### src/rtl/dmem_arbiter_pkg.sv
// Shared types and constants for the data-memory arbiter; the address limit and
// fault helper are also meant for the memory-stage exception logic.
package dmem_arbiter_pkg;

  typedef enum logic [1:0] {
    S_CPU      = 2'd0,
    S_EXT_ACC  = 2'd1,
    S_EXT_RESP = 2'd2
  } dmem_arb_state_t;

  localparam logic [31:0] DMEM_ADDR_LIMIT = 32'd1023;

  function automatic logic addr_fault(input logic [31:0] addr, input logic [31:0] limit);
    return addr > limit;
  endfunction

endpackage

### src/rtl/dmem_arbiter_if.sv
// CPU, EXT and data_memory signals of the arbiter; slave is the arbiter side.
interface dmem_arbiter_if #(
  parameter int ADDR_W = 10
);
  logic              cpu_mem_read;
  logic              cpu_mem_write;
  logic [31:0]       cpu_addr;
  logic [31:0]       cpu_wdata;
  logic [31:0]       cpu_rdata;
  logic              cpu_stall;
  logic              cpu_fault;
  logic              ext_req;
  logic              ext_we;
  logic [31:0]       ext_addr;
  logic [31:0]       ext_wdata;
  logic              ext_gnt;
  logic              ext_rvalid;
  logic [31:0]       ext_rdata;
  logic              ext_fault;
  logic [ADDR_W-1:0] mem_byte_address;
  logic              mem_write_enable;
  logic [31:0]       mem_write_data;
  logic [31:0]       mem_read_data;

  modport slave (
    input  cpu_mem_read, cpu_mem_write, cpu_addr, cpu_wdata,
    input  ext_req, ext_we, ext_addr, ext_wdata, mem_read_data,
    output cpu_rdata, cpu_stall, cpu_fault,
    output ext_gnt, ext_rvalid, ext_rdata, ext_fault,
    output mem_byte_address, mem_write_enable, mem_write_data
  );

  modport master (
    output cpu_mem_read, cpu_mem_write, cpu_addr, cpu_wdata,
    output ext_req, ext_we, ext_addr, ext_wdata, mem_read_data,
    input  cpu_rdata, cpu_stall, cpu_fault,
    input  ext_gnt, ext_rvalid, ext_rdata, ext_fault,
    input  mem_byte_address, mem_write_enable, mem_write_data
  );
endinterface

### src/rtl/dmem_starve_counter.sv
// Saturating count of cycles the EXT port has waited behind a busy CPU.
module dmem_starve_counter #(
  parameter int MAX_WAIT = 8,
  parameter int CW       = $clog2(MAX_WAIT + 1)
) (
  input  logic          clk,
  input  logic          reset,
  input  logic          clr,
  input  logic          inc,
  output logic [CW-1:0] cnt,
  output logic          sat
);

  assign sat = (cnt == CW'(MAX_WAIT));

  // Clear wins over increment so the forced grant cycle leaves the count at zero.
  always_ff @(posedge clk or posedge reset) begin
    if (reset)            cnt <= '0;
    else if (clr)         cnt <= '0;
    else if (inc && !sat) cnt <= cnt + 1'b1;
  end

endmodule

### src/rtl/dmem_arbiter.sv
// Single-port data memory arbiter: CPU has priority, EXT is served in idle CPU
// cycles or forced in after MAX_WAIT busy cycles; out-of-range writes are blocked.
module dmem_arbiter
  import dmem_arbiter_pkg::*;
#(
  parameter int          ADDR_W     = 10,
  parameter logic [31:0] ADDR_LIMIT = DMEM_ADDR_LIMIT,
  parameter int          MAX_WAIT   = 8
) (
  input logic           clk,
  input logic           reset,
  dmem_arbiter_if.slave bus
);

  localparam int         CW          = $clog2(MAX_WAIT + 1);
  localparam logic [1:0] ST_CPU      = S_CPU;
  localparam logic [1:0] ST_EXT_ACC  = S_EXT_ACC;
  localparam logic [1:0] ST_EXT_RESP = S_EXT_RESP;

  logic [1:0]    state, state_nxt;
  logic          cpu_active, ext_bad, fault_q;
  logic          wait_sat, cnt_clr, cnt_inc;
  logic [CW-1:0] wait_cnt;

  assign cpu_active    = bus.cpu_mem_read | bus.cpu_mem_write;
  assign bus.cpu_fault = cpu_active & addr_fault(bus.cpu_addr, ADDR_LIMIT);
  assign ext_bad       = addr_fault(bus.ext_addr, ADDR_LIMIT);
  assign bus.cpu_rdata = bus.mem_read_data;

  always_comb begin
    state_nxt            = state;
    bus.mem_byte_address = bus.cpu_addr[ADDR_W-1:0];
    bus.mem_write_data   = bus.cpu_wdata;
    bus.mem_write_enable = bus.cpu_mem_write & ~bus.cpu_fault;
    bus.cpu_stall        = 1'b0;
    bus.ext_gnt          = 1'b0;
    bus.ext_fault        = 1'b0;
    case (state)
      ST_CPU: begin
        if (bus.ext_req && (!cpu_active || wait_sat)) state_nxt = ST_EXT_ACC;
      end
      ST_EXT_ACC: begin
        bus.mem_byte_address = bus.ext_addr[ADDR_W-1:0];
        bus.mem_write_data   = bus.ext_wdata;
        bus.mem_write_enable = bus.ext_we & ~ext_bad;
        bus.ext_gnt          = 1'b1;
        bus.ext_fault        = ext_bad;
        bus.cpu_stall        = cpu_active;
        state_nxt            = bus.ext_we ? ST_CPU : ST_EXT_RESP;
      end
      ST_EXT_RESP: begin
        // Read data for EXT arrives this cycle; keep the port quiet.
        bus.mem_write_enable = 1'b0;
        bus.cpu_stall        = cpu_active;
        state_nxt            = ST_CPU;
      end
      default: state_nxt = ST_CPU;
    endcase
  end

  assign cnt_clr = (state == ST_CPU) & (~bus.ext_req | (state_nxt == ST_EXT_ACC));
  assign cnt_inc = (state == ST_CPU) & bus.ext_req & cpu_active;

  dmem_starve_counter #(.MAX_WAIT(MAX_WAIT), .CW(CW)) u_starve (
    .clk   (clk),
    .reset (reset),
    .clr   (cnt_clr),
    .inc   (cnt_inc),
    .cnt   (wait_cnt),
    .sat   (wait_sat)
  );

  always_ff @(posedge clk or posedge reset) begin
    if (reset) begin
      state   <= ST_CPU;
      fault_q <= 1'b0;
    end else begin
      state <= state_nxt;
      if (state == ST_EXT_ACC) fault_q <= ext_bad;
    end
  end

  // A faulted EXT read still handshakes but returns zero, never stale memory.
  assign bus.ext_rvalid = (state == ST_EXT_RESP);
  assign bus.ext_rdata  = (state == ST_EXT_RESP && !fault_q) ? bus.mem_read_data : 32'h0;

endmodule

### src/flat_wrapper.sv
// flat-port wrapper written by rule: the top's interface ports become plain ports
module dmem_arbiter_flat import dmem_arbiter_pkg::*;
#(
  parameter int          ADDR_W     = 10,
  parameter logic [31:0] ADDR_LIMIT = DMEM_ADDR_LIMIT,
  parameter int          MAX_WAIT   = 8
)
  (clk, reset, bus_cpu_mem_read, bus_cpu_mem_write, bus_cpu_addr, bus_cpu_wdata, bus_ext_req, bus_ext_we, bus_ext_addr, bus_ext_wdata, bus_mem_read_data, bus_cpu_rdata, bus_cpu_stall, bus_cpu_fault, bus_ext_gnt, bus_ext_rvalid, bus_ext_rdata, bus_ext_fault, bus_mem_byte_address, bus_mem_write_enable, bus_mem_write_data);
  dmem_arbiter_if #(.ADDR_W(ADDR_W)) bus_i ();
  input logic clk;
  input logic reset;
  input wire logic [$bits(bus_i.cpu_mem_read)-1:0] bus_cpu_mem_read;
  input wire logic [$bits(bus_i.cpu_mem_write)-1:0] bus_cpu_mem_write;
  input wire logic [$bits(bus_i.cpu_addr)-1:0] bus_cpu_addr;
  input wire logic [$bits(bus_i.cpu_wdata)-1:0] bus_cpu_wdata;
  input wire logic [$bits(bus_i.ext_req)-1:0] bus_ext_req;
  input wire logic [$bits(bus_i.ext_we)-1:0] bus_ext_we;
  input wire logic [$bits(bus_i.ext_addr)-1:0] bus_ext_addr;
  input wire logic [$bits(bus_i.ext_wdata)-1:0] bus_ext_wdata;
  input wire logic [$bits(bus_i.mem_read_data)-1:0] bus_mem_read_data;
  output wire logic [$bits(bus_i.cpu_rdata)-1:0] bus_cpu_rdata;
  output wire logic [$bits(bus_i.cpu_stall)-1:0] bus_cpu_stall;
  output wire logic [$bits(bus_i.cpu_fault)-1:0] bus_cpu_fault;
  output wire logic [$bits(bus_i.ext_gnt)-1:0] bus_ext_gnt;
  output wire logic [$bits(bus_i.ext_rvalid)-1:0] bus_ext_rvalid;
  output wire logic [$bits(bus_i.ext_rdata)-1:0] bus_ext_rdata;
  output wire logic [$bits(bus_i.ext_fault)-1:0] bus_ext_fault;
  output wire logic [$bits(bus_i.mem_byte_address)-1:0] bus_mem_byte_address;
  output wire logic [$bits(bus_i.mem_write_enable)-1:0] bus_mem_write_enable;
  output wire logic [$bits(bus_i.mem_write_data)-1:0] bus_mem_write_data;
  assign bus_i.cpu_mem_read = bus_cpu_mem_read;
  assign bus_i.cpu_mem_write = bus_cpu_mem_write;
  assign bus_i.cpu_addr = bus_cpu_addr;
  assign bus_i.cpu_wdata = bus_cpu_wdata;
  assign bus_i.ext_req = bus_ext_req;
  assign bus_i.ext_we = bus_ext_we;
  assign bus_i.ext_addr = bus_ext_addr;
  assign bus_i.ext_wdata = bus_ext_wdata;
  assign bus_i.mem_read_data = bus_mem_read_data;
  assign bus_cpu_rdata = bus_i.cpu_rdata;
  assign bus_cpu_stall = bus_i.cpu_stall;
  assign bus_cpu_fault = bus_i.cpu_fault;
  assign bus_ext_gnt = bus_i.ext_gnt;
  assign bus_ext_rvalid = bus_i.ext_rvalid;
  assign bus_ext_rdata = bus_i.ext_rdata;
  assign bus_ext_fault = bus_i.ext_fault;
  assign bus_mem_byte_address = bus_i.mem_byte_address;
  assign bus_mem_write_enable = bus_i.mem_write_enable;
  assign bus_mem_write_data = bus_i.mem_write_data;
  dmem_arbiter #(.ADDR_W(ADDR_W), .ADDR_LIMIT(ADDR_LIMIT), .MAX_WAIT(MAX_WAIT)) u_core (.clk(clk), .reset(reset), .bus(bus_i));
endmodule
### config.mk
export PLATFORM = sky130hd
export DESIGN_NAME = dmem_arbiter_flat
export DESIGN_NICKNAME = d
export VERILOG_FILES = /design/src/rtl/dmem_arbiter_pkg.sv /design/src/rtl/dmem_arbiter_if.sv /design/src/rtl/dmem_starve_counter.sv /design/src/rtl/dmem_arbiter.sv /design/src/flat_wrapper.sv
export SDC_FILE = /design/constraint.sdc
export NUM_CORES = 1
export LEC_CHECK = 0
export CAP_MARGIN = 0
export CORE_AREA = 2 2 107 109
export CTS_CLUSTER_DIAMETER = 80
export DETAILED_ROUTE_END_ITERATION = 8
export DIE_AREA = 0 0 109 111
export GPL_TIMING_DRIVEN = 0
export HOLD_SLACK_MARGIN = 0.06
export PLACE_DENSITY = 0.69
export SLEW_MARGIN = 20
export SYNTH_ARGS = -nofsm -noshare
export SYNTH_HDL_FRONTEND = slang
export SYNTH_SLANG_ARGS = --single-unit
### constraint.sdc
create_clock -name clk -period 2.8 [get_ports clk]
set_clock_uncertainty 0.2 [all_clocks]
set_input_delay 0.56 -clock clk [delete_from_list [all_inputs] [get_ports clk]]
set_output_delay 0.56 -clock clk [all_outputs]
set_load 0.1 [all_outputs]
==> results by stage, run 1 <==
Global route:
- The via count of the first global-routing pass is 2510.
- The aggregate global-route resource usage is 0.149.
- Entering global routing, the biggest net connects 11 pins.
- The number of antenna violations at the first check in global routing is 0.
- The wire length of the first global-routing pass is 13900 um.
- The residual overflow from global routing is 0.

Floorplan:
- The die is 111 um tall.
- The die covers 0.0121 mm2.
- The number of standard-cell rows in the floorplan is 39.
- The horizontal die dimension is 109 um.
- The initial core utilization is 0.140.
- The number of primary I/O pins is 278.
- The floorplan core area is 0.0111 mm2.

Pwr:
- The ratio of total power to cell area is 795 mW/mm2.
- The worst-case IR drop observed on VDD is 523 uV.
- The share of total power dissipated in combinational logic is 0.886.
- In this run the static leakage power is 1.99 nW.
- The register share of total power is 0.044.
- The fraction of power spent switching nets is 0.669.
- The fraction of power consumed by the clock network is 0.070.
- The internal cell power is 1.17 mW.
- The switching power is 2.36 mW.

Timing:
- The max-slew violation total from the final report is 0.
- In the finished design, the share of the clock period the worst path needs comes to 0.988.
- Setup repair after global routing could not meet its margin everywhere.
- For the final routed database, the setup TNS stands at 0 ps.
- Static timing analysis puts the maximum clock frequency at 361 MHz.
- The actual transition at the worst max-transition pin is 990 ps.
- The count of final hold-check violations is 0.
- Across all hold checks on the routed design, the worst slack comes to 356 ps.
- Setup slack on the critical path of the routed design comes to 33.4 ps.
- The worst pin sits at a relative slew slack of 0.343.
- The clock period minus final worst setup slack is 2770 ps.
- Setup violations remaining at the end of the flow were counted as 0.

Placement:
- The congestion estimate from routability-driven global placement came to 0.784.
- Detailed placement ended at an HPWL of 8670 um.
- The port buffer count is 277.
- The pre-CTS setup slack is -1270 ps.

Logic synthesis:
- Counting flops and latches in the post-synthesis netlist gives 7.
- The share of synthesized area in the top cell type comes to 0.305.
- Of all flip-flops after synthesis, the portion carrying an async set or reset was 1.00.
- The count of flip-flops with a built-in enable after synthesis is 0.
- The number of cells produced by synthesis is 183.
- When the netlist entered floorplanning its net count stood at 354.
- The number of warning messages in the yosys log is 0.
- The post-synthesis cell type with the largest combined area is mux2_2.
- In this run the cell area of the synthesized design comes to 0.00155 mm2.
- The main flop type after synthesis is dfrtp_1.
- The number of distinct library cell variants in the gate-level netlist after synthesis is 33.
- The share of the Yosys chip area taken by registers is 0.113.
- The mean post-synth cell area is 8.46 um2.
- Sorting the synthesized cells by area gives the leading types as mux2_2 31%, buf_4 16%, and2_1 13%.

Critical path:
- The worst setup path is launched from a primary input.
- The type of element capturing the critical path is an output port.
- The critical path ends at bus_cpu_rdata[26].
- The worst setup path category is in2out.
- The startpoint identified for the worst register-to-register timing path is u_core.state[1]$_DFF_PP0_.
- At the worst endpoint, the arrival time is 2010 ps.
- The worst register-to-register path ends at u_core.u_starve.cnt[3]$_DFFE_PP0P_.
- The required time at the endpoint of the critical path is 2040 ps.
- The peak fanout along the critical path is 2.
- The launching instance or port of the critical path is bus_mem_read_data[26].
- The setup slack of the worst register-to-register path is 690 ps.
- The number of cells on the worst reg-to-reg path is 6.

Drt:
- The detailed-route wire length is 9820 um.
- After detailed routing, the number of remaining DRC violations is 0.
- The detailed-routing iteration count for the pre-antenna-repair pass is 4.
- The via-per-instance ratio is 3.93.
- The initial DRC count is 58.
- The routed layout has 2392 vias.
- The mean routed wirelength per cell is 16.1 um.
- The count of antenna-violating nets left after detailed routing is 0.

Clock network:
- The number of buffers on the longest clock path is 2.
- The post-CTS clock slew at the launch and capture registers of the worst setup and hold paths is 40 ps.
- CTS built an H-tree with a depth of 1.
- The hold-fix buffer count after cts is 0.
- Buffers inserted during clock tree synthesis total 3.
- The count of clock tree sinks is 7.
- TritonCTS built the clock tree.
- The insertion delay of the later-clocked pin in the worst-skew pair is 230 ps.
- The master cell of the clock root buffer is clkbuf_16.

Run:
- Max-cap violations in this run came to 0.

Min path:
- The class of the worst hold path is reg2reg.

Cells and area:
- The number of antenna diodes in the final layout is 0.
- The net count of the finished layout is 637.
- The fraction of layout cells with a size suffix above 1 is 0.480.
- The filler cells instantiated in the layout total 1151.
- The final core utilization is 0.401.
- The relative area change from synthesis to final layout is 186%.

Run status:
- The run finished with clean final reports.
per-stage QoR:
stage,power [mW],cells,area (um2)
final,3.53,608,4440
after global routing,3.63,608,4440
after CTS,3.54,609,4440
after detailed placement,3.39,603,4560
after global placement,3.37,603,4560
after floorplan,2.57,183,1610
layer usage:
metal / vias up / wire length (um) / GRT usage
li1: 1180 / - / -
met1: 1108 / 3690 / 0.166
met2: 98 / 5280 / 0.292
met3: 6 / 773 / 0.0276
met4: 0 / 80 / 0.0145
met5: - / 0 / 0
worst min path at each step:
stage / startpoint / to / slack [ps] / cells after the start
2_1_floorplan: reset / u_core.fault_q$_DFFE_PP0N_ / 160 / 1
3_3_place_gp: u_core.fault_q$_DFFE_PP0N_ / u_core.fault_q$_DFFE_PP0N_ / 330 / 2
3_5_place_dp: u_core.fault_q$_DFFE_PP0N_ / u_core.fault_q$_DFFE_PP0N_ / 320 / 2
4_1_cts: u_core.fault_q$_DFFE_PP0N_ / u_core.fault_q$_DFFE_PP0N_ / 350 / 2
5_1_grt: u_core.u_starve.cnt[2]$_DFFE_PP0P_ / u_core.u_starve.cnt[2]$_DFFE_PP0P_ / 370 / 1
6_report: u_core.u_starve.cnt[2]$_DFFE_PP0P_ / u_core.u_starve.cnt[2]$_DFFE_PP0P_ / 360 / 1
kinds of logic (layout without fill, tap and decap cells):
family | Yosys count | count (layout) | share of synthesized area
and+or+nand+nor | 65 | 65 | 0.264
buffers and inverters | 48 | 330 | 0.198
muxes | 43 | 43 | 0.312
AOI/OAI and AO/OA | 15 | 15 | 0.0727
DFF | 7 | 7 | 0.113
adders and majority gates | 5 | 5 | 0.0404
power groups by stage:
stage / Clock, mW / Combinational [mW] / Sequential [mW]
global placement: 0 / 3.22 / 0.151
floorplan: 0 / 2.42 / 0.149
detailed placement: 0 / 3.23 / 0.155
CTS: 0.250 / 3.13 / 0.155
global route: 0.254 / 3.22 / 0.159
finish: 0.246 / 3.12 / 0.155
registers in the layout (all words and copies together), names as in the netlist:
| register | flops |
|---|---|
| u_core.state | 2 |
| u_core.fault_q | 1 |
| u_core.u_starve.cnt | 4 |
worst max-delay path, stage by stage:
cell and delay (ps):
clkdlybuf4s50_1 490, buf_4 110, dlygate4sd2_1 850
final cells by class:
| class | instances | area [um2] | share of cell area |
|---|---|---|---|
| Timing Repair Buffer | 279 | 2500 | 0.563 |
| Tap cell | 143 | 179 | 0.0403 |
| Clock buffer | 4 | 78.8 | 0.0178 |
| Buffer | 39 | 289 | 0.0651 |
| Multi-Input combinational cell | 128 | 1180 | 0.267 |
| Inverter | 8 | 30.0 | 0.00677 |
| Sequential cell | 7 | 175 | 0.0395 |
cells in the mapped netlist, drive strengths merged, types with 2 or more instances:
| cell | number |
|---|---|
| a21oi | 2 |
| and2 | 33 |
| buf | 37 |
| clkbuf | 3 |
| dfrtp | 7 |
| ha | 5 |
| inv | 8 |
| mux2 | 42 |
| nand2b | 2 |
| nand4 | 2 |
| nor2 | 7 |
| nor2b | 3 |
| nor4 | 11 |
| o21ai | 4 |
repair_timing:
| action | in CTS | in global routing |
|---|---|---|
| endpoints found under the setup margin | 112 | 81 |
| buffers inserted | 2 | 0 |
| pin swaps | 7 | 8 |
| resized for setup | 495 | 38 |
placed cells by master (no fill, tap or decap), types with 2 or more instances in the layout:
master	n
clkdlybuf4s50_1	145
buf_4	84
mux2_2	42
dlygate4sd2_1	34
and2_2	32
buf_2	21
clkbuf_2	13
clkdlybuf4s15_1	9
inv_1	8
clkdlybuf4s15_2	8
nor2_1	7
dfrtp_1	7
nor4_2	5
o21ai_0	4
nor4_1	4
ha_1	3
clkbuf_16	3
nand2b_1	2
nor4_4	2
nand4_1	2
a21oi_1	2
nor2b_4	2
buf_12	2
(Power assumes the default switching activity.)
==> inputs of run 2 (changes only) <==
--- a/config.mk
+++ b/config.mk
@@ -12,6 +12,7 @@
 export DIE_AREA = 0 0 109 111
 export GPL_TIMING_DRIVEN = 0
 export HOLD_SLACK_MARGIN = 0.06
+export MAX_ROUTING_LAYER = met4
 export PLACE_DENSITY = 0.69
 export SLEW_MARGIN = 20
 export SYNTH_ARGS = -nofsm -noshare
==> run 2 against run 1 <==
Critical path depth unchanged. Clock-buffer cell count unchanged. Largest cell class unchanged. Register-to-register slack about the same. Largest power group unchanged. Highest routed layer unchanged. First-iteration DRC count decreased by 1.7%. Critical path type unchanged. Clock power about the same. Worst hold slack improved by 20 ps. Flip-flop and latch count unchanged.
==> results by stage, run 2 (synthesis gave the netlist of run 1 again) <==
Timing:
- The max-slew violation total from the final report is 0 (unchanged).
- The count of final hold-check violations was 0 (unchanged).
- The final count of negative-setup-slack endpoints was 0 (unchanged).
- Setup repair after global routing could not meet its margin everywhere.
- The actual transition at the worst max-transition pin was 990 ps (+0.000536 ps).
- The final critical-path setup slack is 33.4 ps (unchanged).
- The clock period minus final worst setup slack came to 2770 ps (unchanged).
- The remaining max-slew budget at the tightest pin is 0.343 (unchanged).
- The total negative setup slack is 0 ps (unchanged).
- The final cycle utilization of the critical path is 0.988 (unchanged).
- The maximum frequency from static timing analysis is 361 MHz (unchanged).

Clock network:
- The post-CTS clock slew at the launch and capture registers of the worst setup and hold paths was 40 ps (about the same).
- The count of clock tree sinks was 7 (unchanged).
- The CTS H-tree depth is 1 (unchanged).
- The insertion delay of the later-clocked pin in the worst-skew pair was 230 ps (about the same).
- The root buffer cell chosen for the clock tree is clkbuf_16.
- The total CTS buffers came to 3 (unchanged).
- The number of buffers on the longest clock path came to 2 (unchanged).
- The hold-fix buffer count after cts is 0 (unchanged).
- TritonCTS built the clock tree.

Drt:
- The total number of vias is 2386 (-0.25%).
- The detailed-route wire length came to 9800 um (-0.15%).
- The count of antenna-violating nets left after detailed routing was 0 (unchanged).
- The initial DRC count came to 57 (-1.7%).
- The detailed-routing iteration count for the pre-antenna-repair pass is 4 (unchanged).
- The post-route DRC violation count is 0 (unchanged).
- The via-per-instance ratio was 3.92 (-0.25%).
- The mean routed wirelength per cell is 16.1 um (-0.15%).

Cells and area:
- The finished layout cell area is 0.00444 mm2 (unchanged).
- The fraction of layout cells with a size suffix above 1 is 0.480 (unchanged).
- The largest registers in the layout are u_core.u_starve.cnt: 4 flops, u_core.state: 2 flops, u_core.fault_q: 1 flops.
- The most common cell after layout, fill and taps aside is clkdlybuf4s50_1.
- The storage element area is 175 um2 (unchanged).
- The flip-flop count of the largest register, all copies and words added was 4 (unchanged).
- The relative area change from synthesis to final layout is 186% (unchanged).
- u_core.u_starve.cnt holds more flip-flops than any other register.
- The footprint of the multi-input gates was 0.00118 mm2 (unchanged).
- In the layout the commonest cells are 145 x clkdlybuf4s50_1, 84 x buf_4, 42 x mux2_2.
- The net count of the finished layout is 637 (unchanged).
- The number of diodes is 0 (unchanged).
- The filler cell count in the final layout was 1151 (unchanged).
- The final cell count without fillers is 608 (unchanged).

Critical path:
- The peak fanout along the critical path is 2 (unchanged).
- The required time at the endpoint of the critical path was 2040 ps (about the same).
- The data arrival time of the critical path is 2010 ps (about the same).
- The type of element capturing the critical path is an output port.
- The critical path in this run is classified as in2out.
- The startpoint type of the worst setup path is a primary input.

Floorplan:
- The floorplan core area is 0.0111 mm2 (unchanged).
- The height of the chip is 111 um (unchanged).
- The full die area was 0.0121 mm2 (unchanged).
- The number of primary I/O pins was 278 (unchanged).
- The number of standard-cell rows in the floorplan was 39 (unchanged).
- The initial core utilization is 0.140 (unchanged).
- The horizontal die dimension was 109 um (unchanged).

Placement:
- The half-perimeter wire length after detailed placement is 8670 um (unchanged).
- The pre-CTS setup slack is -1270 ps (unchanged).
- The area after detailed placement is 0.00456 mm2 (unchanged).
- The weighted congestion at the end of routability-driven global placement is 0.795 (+1.4%).
- The port buffer count is 277 (unchanged).
- The cell total after placement is 603 (unchanged).

Pwr:
- The leakage power summed over all cells is 1.99 nW (unchanged).
- The switching power was 2.36 mW (about the same).
- The register share of total power is 0.044 (about the same).
- The ratio of total power to cell area is 794 mW/mm2 (about the same).
- The internal cell power is 1.17 mW (about the same).
- The fraction of power spent switching nets came to 0.669 (about the same).
- The overall power is 3.52 mW (about the same).
- The relative contribution of combinational cells to total power was 0.887 (about the same).
- The fraction of power consumed by the clock network is 0.069 (about the same).
- The largest voltage drop on the vdd net is 523 uV (unchanged).

Global route:
- The number of antenna violations at the first check in global routing is 0 (unchanged).
- The residual overflow from global routing is 0 (unchanged).
- The wire length of the first global-routing pass is 13900 um (-0.14%).
- The pin count of the biggest net entering global routing is 11 (unchanged).
- The via count of the first global-routing pass is 2518 (+0.32%).
- The aggregate global-route resource usage came to 0.153 (+0.00400).

Min path:
- The tightest min-delay check is of the in2async type.

Run status:
- The flow ran to the end, and the final reports show no timing, DRC or antenna violations.

Run:
- The number of max-capacitance violations reported is 0 (unchanged).
run 2: cell counts in the layout (fill, tap and decap cells not counted):
Identical to the previous run, type by type.
run 2: worst max-delay path: stages:
cell and delay (ps):
clkdlybuf4s50_1 490, buf_4 110, dlygate4sd2_1 850
run 2: per-stage QoR:
step	hold WS, ps	util
3_5_place_dp	325	0.412
4_1_cts	350	0.400
6_report	376	0.401
3_3_place_gp	326	0.412
2_1_floorplan	163	-
5_1_grt	374	0.401
run 2: worst paths after layout:
kind                       depth (start not counted)                                from  slack (ps)                            endpoint
setup / recovery                                   3               bus_mem_read_data[26]          30                   bus_cpu_rdata[26]
hold / removal                                     2                               reset         380  u_core.u_starve.cnt[0]$_DFFE_PP0P_
setup reg to reg                                   6           u_core.state[1]$_DFF_PP0_         680  u_core.u_starve.cnt[3]$_DFFE_PP0P_
hold reg to reg                                    1  u_core.u_starve.cnt[2]$_DFFE_PP0P_         380  u_core.u_starve.cnt[2]$_DFFE_PP0P_
max in group asynchronous                          2                               reset        1790          u_core.fault_q$_DFFE_PP0N_
min in group clk                                   1  u_core.u_starve.cnt[2]$_DFFE_PP0P_         380  u_core.u_starve.cnt[2]$_DFFE_PP0P_
run 2: timing repair:
| action | 4_1_cts | 5_1_grt |
|---|---|---|
| pin swaps | 7 | 8 |
| setup buffers | 2 | 0 |
| endpoints found under the setup margin | 112 | 81 |
| resized for setup | 495 | 38 |
run 2: area by class of cell:
type                    count  share of cell area
repair buffers            279               0.563
multi-input cells         128               0.267
plain buffers              39              0.0651
well taps                 143              0.0403
flip-flops and latches      7              0.0395
clock buffers               4              0.0178
inverters                   8             0.00677
run 2: routing by layer:
metal,up-vias,global-route usage,routed length [um]
li1,1178,-,-
met1,1102,0.165,3690
met2,98,0.292,5250
met3,8,0.0276,763
met4,0,0.0171,99
met5,-,-,0
run 2: power by group through the flow:
stage	clock [mW]	combinational, mW	sequential, mW
global placement	0	3.22	0.151
global route	0.254	3.22	0.159
CTS	0.250	3.13	0.155
detailed placement	0	3.23	0.155
floorplan	0	2.42	0.149
finish	0.244	3.12	0.155
